===== config.mk =====
export PLATFORM = sky130hd
export DESIGN_NAME = pla
export DESIGN_NICKNAME = d
export VERILOG_FILES = /design/src/rtl/pla.sv
export SDC_FILE = /design/constraint.sdc
export NUM_CORES = 1
export LEC_CHECK = 0
export CORE_MARGIN = 2
export CORE_UTILIZATION = 26
export CTS_CLUSTER_DIAMETER = 200
export DETAILED_ROUTE_END_ITERATION = 8
export GPL_TIMING_DRIVEN = 0
export PLACE_DENSITY = 0.87
export SYNTH_ARGS = -nofsm -noshare
export SYNTH_HDL_FRONTEND = slang
export SYNTH_SLANG_ARGS = --single-unit

===== constraint.sdc =====
create_clock -name clk -period 1.77 [get_ports clk]
set_clock_uncertainty 0.1 [all_clocks]
set_input_delay 0.354 -clock clk [delete_from_list [all_inputs] [get_ports clk]]
set_output_delay 0.354 -clock clk [all_outputs]
set_load 0.1 [all_outputs]

===== src/rtl/pla.sv =====
// Registered programmable logic array: a programmable AND plane feeding a programmable OR plane.
// Optional macro PLA_INPUT_REG_EN adds a register on the input vector, giving 2-cycle latency from in.
module pla #(
  parameter int IN_WIDTH  = 4,
  parameter int OUT_WIDTH = 4,
  parameter int AND_WIDTH = 4
) (
  input  logic [IN_WIDTH-1:0]    in,
  output logic [OUT_WIDTH-1:0]   out,
  input  logic [2*IN_WIDTH-1:0]  andSel [AND_WIDTH],
  input  logic [AND_WIDTH-1:0]   orSel  [OUT_WIDTH],
  input  logic                   clk,
  input  logic                   rst
);

  logic [IN_WIDTH-1:0]  w_in;
  logic [AND_WIDTH-1:0] w_prod;
  logic [OUT_WIDTH-1:0] w_sum;
  logic [OUT_WIDTH-1:0] r_out;

  // Unselected literals are forced true; a term with no literals at all is forced false.
  function automatic logic product_term(input logic [2*IN_WIDTH-1:0] sel,
                                        input logic [IN_WIDTH-1:0]   vec);
    logic [2*IN_WIDTH-1:0] lit;
    lit = '0;
    for (int i = 0; i < IN_WIDTH; i++) begin
      lit[2*i]   = vec[i];
      lit[2*i+1] = ~vec[i];
    end
    return (|sel) & (&(lit | ~sel));
  endfunction

`ifdef PLA_INPUT_REG_EN
  logic [IN_WIDTH-1:0] r_in;

  // Input capture register, cleared by reset.
  always_ff @(posedge clk) begin
    if (rst) begin
      r_in <= '0;
    end else begin
      r_in <= in;
    end
  end

  assign w_in = r_in;
`else
  assign w_in = in;
`endif

  // AND plane: one product term per andSel entry.
  always_comb begin
    w_prod = '0;
    for (int j = 0; j < AND_WIDTH; j++) begin
      w_prod[j] = product_term(andSel[j], w_in);
    end
  end

  // OR plane: each output sums the product terms its orSel entry selects.
  always_comb begin
    w_sum = '0;
    for (int k = 0; k < OUT_WIDTH; k++) begin
      w_sum[k] = |(w_prod & orSel[k]);
    end
  end

  // Output register; reset discards whatever result was pending.
  always_ff @(posedge clk) begin
    if (rst) begin
      r_out <= '0;
    end else begin
      r_out <= w_sum;
    end
  end

  assign out = r_out;

endmodule


==> impl_metrics.yaml, run 1 <==
clock_tree:
  clk_path_buf_depth: 2
  cts_sinks: 4
  clk_pin_slew_worst_paths_ns: 0.04
  numCtsBuffers: 3
  cts_max_level: 1
  cts_tree: "built"
  root_buffer: "clkbuf_4"
min_path:
  min_path_type: "input port to flip-flop"
critical_path:
  path_max_fanout: 4
  critPathKind: "input port to flip-flop"
  crit_path_start_kind: "input port"
  cp-end-kind: "flip-flop"
  crit_family: "compound AO/OA/AOI/OAI gates"
  required_ns: 1.82
  cp_slowest_stage_delay_ns: 0.43
  path_cells: "clkdlybuf4s50_1 > mux2_4 > a211oi_2 > nand4_1 > a41oi_1"
  arrival_ns: 1.75
  slowest_stage: "clkdlybuf4s50_1"
  path_buf_inv: 1
grt:
  antenna_found_initial: 0
  grt_pass1_vias: 748
  grt_pass1_wl_um: 3010
  grt_max_degree: 9
  grt_overflow: 0
  track_usage_pct: 19.4
die:
  start_util_pct: 28.0
  fp.dieH_um: 47.6
  core_area_um2: 1760
  pin_count: 58
  die_w_um: 47.6
  die_area_um2: 2270
  placementRows: 15
power_and_ir_drop:
  power_leakage_nw: 0.374
  p_per_area_nw_per_um2: 408
  peakVddDrop_mv: 0.245
  p_total_mw: 0.485
drt:
  wl_met2_um: 1150
  wl_per_cell_um: 15.6
  drc: 0
  vias: 783
  avgViaCountPerCell: 5.44
  dr.pass1.iters: 5
  postRouteAntennaNets: 0
  wl_met1_um: 829
  top_layer: "met4"
  wl_um: 2250
  wl_met3_um: 242
  drt_iter0_markers: 10
layout:
  layout.nets: 175
  syn2layout_area_growth_pct: 141
  nFillCells: 153
  largest_reg_flops: 4
  antenna_cells: 0
  final_cell_mix: "clkdlybuf4s50_1, nand4_1, nor4_1"
  drive_gt1_share_pct: 21.0
  layout_commonest_cell: "clkdlybuf4s50_1"
place:
  port-buffer-count: 57
  place_congestion: 0.714
  place_hpwl_um: 1800
sta:
  final-hold-violation-count: 0
  whs_ns: 0.571
  finalSetupViolations: 0
  final_max_slew_viol_count: 0
  finalCriticalPeriod_ns: 1.70
  worst_pin_slew_ns: 0.550
  finalCritPeriodShare_pct: 96.2
  max_freq_mhz: 587
  max_slew_margin_pct: 63.5
synthesis:
  syn_nets: 113
  ys_seq_area_share_pct: 16.2
  synthesis.area_um2: 494
  ys_seq_elements: 4
  syn_area_per_cell_um2: 8.38
  synth_cells: 59
  yosysUniqueCellTypes: 13
  yosys_warnings: 0
status:
  status: "complete, no violations"
job:
  drv_cap: 0
[area by class of cell]
cell class / count / area, µm² / area share, %
Clock buffer: 3 / 22.5 / 1.89
Multi-Input combinational cell: 55 / 492 / 41.4
Sequential cell: 4 / 80.1 / 6.74
Tap cell: 25 / 31.3 / 2.63
Timing Repair Buffer: 57 / 563 / 47.4
[layer usage]
metal  vias up  global-route usage, %
met4         0                   10.8
met1       355                   18.4
met2        46                   39.2
met3         4                   2.26
li1        378                      -
met5         -                      0
[through the flow]
step	utilization (%)	instance area (µm²)	setup slack, ns	instances	TNS, ns
2_1_floorplan	-	494	0.263	59	0
3_3_place_gp	62.1	1100	-0.536	141	-2.50
3_5_place_dp	62.1	1100	-0.592	141	-2.68
4_1_cts	65.7	1160	0.0143	144	0
5_1_grt	67.4	1190	-0.0106	144	-0.0106
6_report	67.4	1190	0.0673	144	0
[synth_stat cells]
master	number	area share, %
mux2_4	1	3.0
nand4_1	12	15
dfxtp_1	4	16
a41oi_1	4	7.1
and2b_2	1	1.8
and2b_4	3	6.1
mux2_1	5	11
nand3_1	4	4.1
a211oi_1	8	12
nor4_1	8	10
nor2b_1	3	3.8
nand2_1	3	2.3
mux2_2	3	6.8
[logic make-up (layout without fill, tap and decap cells)]
kind of cell	Yosys count	count (layout)	share of synthesized area (%)
compound gates	12	12	19.2
buf+inv	0	60	0
flops	4	4	16.2
mux	9	9	21.3
simple gates	34	34	43.3
[path summary, 6_finish.rpt]
| kind | to | slack, ns | startpoint | cells after the start |
|---|---|---|---|---|
| setup / recovery | out[3]$_SDFF_PP0_ | 0.07 | andSel[7] | 5 |
| hold / removal | out[1]$_SDFF_PP0_ | 0.57 | in[1] | 4 |
[tightest hold or removal path: stages]
cell,delay (ns)
clkbuf_2,0.21
a211oi_4,0.11
nand4_1,0.08
a41oi_1,0.09
[repair_timing]
| action | CTS | global route |
|---|---|---|
| hold buffers | 0 | 0 |
| gates resized for setup | 24 | 9 |
| pin swaps | 2 | 2 |
| endpoints found under the setup margin | 8 | 4 |
| setup buffers | 0 | 0 |
[where the power goes]
part           switching, mW  total [mW]  internal (mW)  leakage [nW]
logic                  0.121       0.273          0.152         0.328
clock network         0.0387       0.115         0.0759        0.0138
registers            0.00129      0.0971         0.0958        0.0326
No activity file was read; power rests on OpenSTA's default activity.
==> inputs of run 2 (changes only) <==
CAP_MARGIN = 20   (was unset)
PLACE_DENSITY = 0.78   (was 0.87)
==> run 2 against run 1 <==
Compared with the run above:
- non-clock buffer count unchanged
- die area is the same
- sequential power hardly changed
- core utilization decreased by 1.1 points
- sequential share of layout area up 0.11 points
- first-iteration DRC count grew 10%
- fmax rose by 0.31%
- final area down 1.6%
- worst hold slack worse by 0.0069 ns
- via count rose by 1.7%
- worst setup slack improved by 0.0053 ns
- critical path type unchanged
- largest cell class unchanged
==> impl_metrics.yaml, run 2 (synthesis gave the netlist of run 1 again) <==
power_and_ir_drop:
  power_leakage_nw: 0.373
  p_per_area_nw_per_um2: 405
  p_total_mw: 0.473
  peakVddDrop_mv: 0.217
grt:
  grt_overflow: 0
  grt_max_degree: 9
  grt_pass1_vias: 750
  track_usage_pct: 18.2
  grt_pass1_wl_um: 2930
  antenna_found_initial: 0
clock_tree:
  cts_max_level: 1
  clk_path_buf_depth: 2
  root_buffer: "clkbuf_4"
  cts_sinks: 4
  cts_tree: "built"
  post_cts_buffers: 0
  cts_hold_buf: 0
  numCtsBuffers: 3
  clk_pin_slew_worst_paths_ns: 0.04
layout:
  layout.nets: 175
  largest_reg_flops: 4
  drive_gt1_share_pct: 20.2
  antenna_cells: 0
  layout_commonest_cell: "clkdlybuf4s50_1"
  final_cell_mix: "clkdlybuf4s50_1, nand4_1, nor4_1"
  syn2layout_area_growth_pct: 137
  design_area_um2: 1170
  nFillCells: 161
die:
  start_util_pct: 28.0
  placementRows: 15
  die_area_um2: 2270
  fp.dieH_um: 47.6
  die_w_um: 47.6
  pin_count: 58
  core_area_um2: 1760
drt:
  vias: 796
  wl_per_cell_um: 15.0
  avgViaCountPerCell: 5.53
  postRouteAntennaNets: 0
  drc: 0
  drt_iter0_markers: 11
  wl_um: 2160
  dr.pass1.iters: 4
critical_path:
  crit_family: "compound AO/OA/AOI/OAI gates"
  required_ns: 1.83
  path_buf_inv: 1
  path_max_fanout: 4
  path_cells: "clkdlybuf4s50_1 > mux2_1 > a211oi_2 > nand4_1 > a41oi_1"
  cp-end-kind: "flip-flop"
  critPathKind: "input port to flip-flop"
  slowest_stage: "clkdlybuf4s50_1"
  arrival_ns: 1.75
  cp_slowest_stage_delay_ns: 0.43
  crit_path_start_kind: "input port"
  cp.depth: 5
sta:
  finalCriticalPeriod_ns: 1.70
  final_max_slew_viol_count: 0
  rsz0062_at_grt: "no"
  worst_pin_slew_ns: 0.551
  finalCritPeriodShare_pct: 95.9
  finalSetupViolations: 0
  final-hold-violation-count: 0
  max_slew_margin_pct: 63.4
  fin_tns_setup_ns: 0
  max_freq_mhz: 589
min_path:
  min_path_type: "input port to flip-flop"
  min_path_cells: 4
place:
  place_congestion: 0.779
  port-buffer-count: 57
  dpl_cell_area_um2: 1100
  place_hpwl_um: 1800
status:
  status: "complete, no violations"
job:
  drv_cap: 0
[run 2: layout make-up]
cell class	count	area, µm²	area share, %
Timing Repair Buffer	57	567	48.4
Tap cell	25	31.3	2.67
Clock buffer	3	22.5	1.93
Multi-Input combinational cell	55	469	40.1
Sequential cell	4	80.1	6.84
[run 2: through the flow]
step                      cells  hold slack (ns)  util [%]  worst slack, ns
after global placement      141            0.896      62.1           -0.533
after detailed placement    141            0.889      62.1           -0.554
final                       144            0.564      66.3           0.0726
after floorplan              59            0.326         -            0.263
after global routing        144            0.598      66.3          0.00354
after CTS                   144            0.647      65.7           0.0520
[run 2: final timing paths]
| path | startpoint | endpoint |
|---|---|---|
| worst min-delay path | in[1] | out[0]$_SDFF_PP0_ |
| worst max-delay path | andSel[13] | out[1]$_SDFF_PP0_ |
[run 2: what timing repair did]
action                                  CTS  global route
endpoints found under the setup margin    8             2
gates cloned                              0             0
pin swaps                                 3             0
resized for setup                        24             4
[run 2: per-layer routing]
metal	routed length (µm)	global-route usage, %	part of all wire, %	up-vias
met2	1090	36.8	51	48
met4	0	2.70	0	0
met5	0	0	0	-
met1	791	17.9	37	369
li1	-	-	-	379
met3	275	6.42	13	0
[run 2: where the power goes]
group	switching [mW]	leakage (nW)	internal, mW
combinational	0.114	0.326	0.149
clock	0.0377	0.0138	0.0759
sequential	0.00107	0.0326	0.0958
total	0.153	0.373	0.320
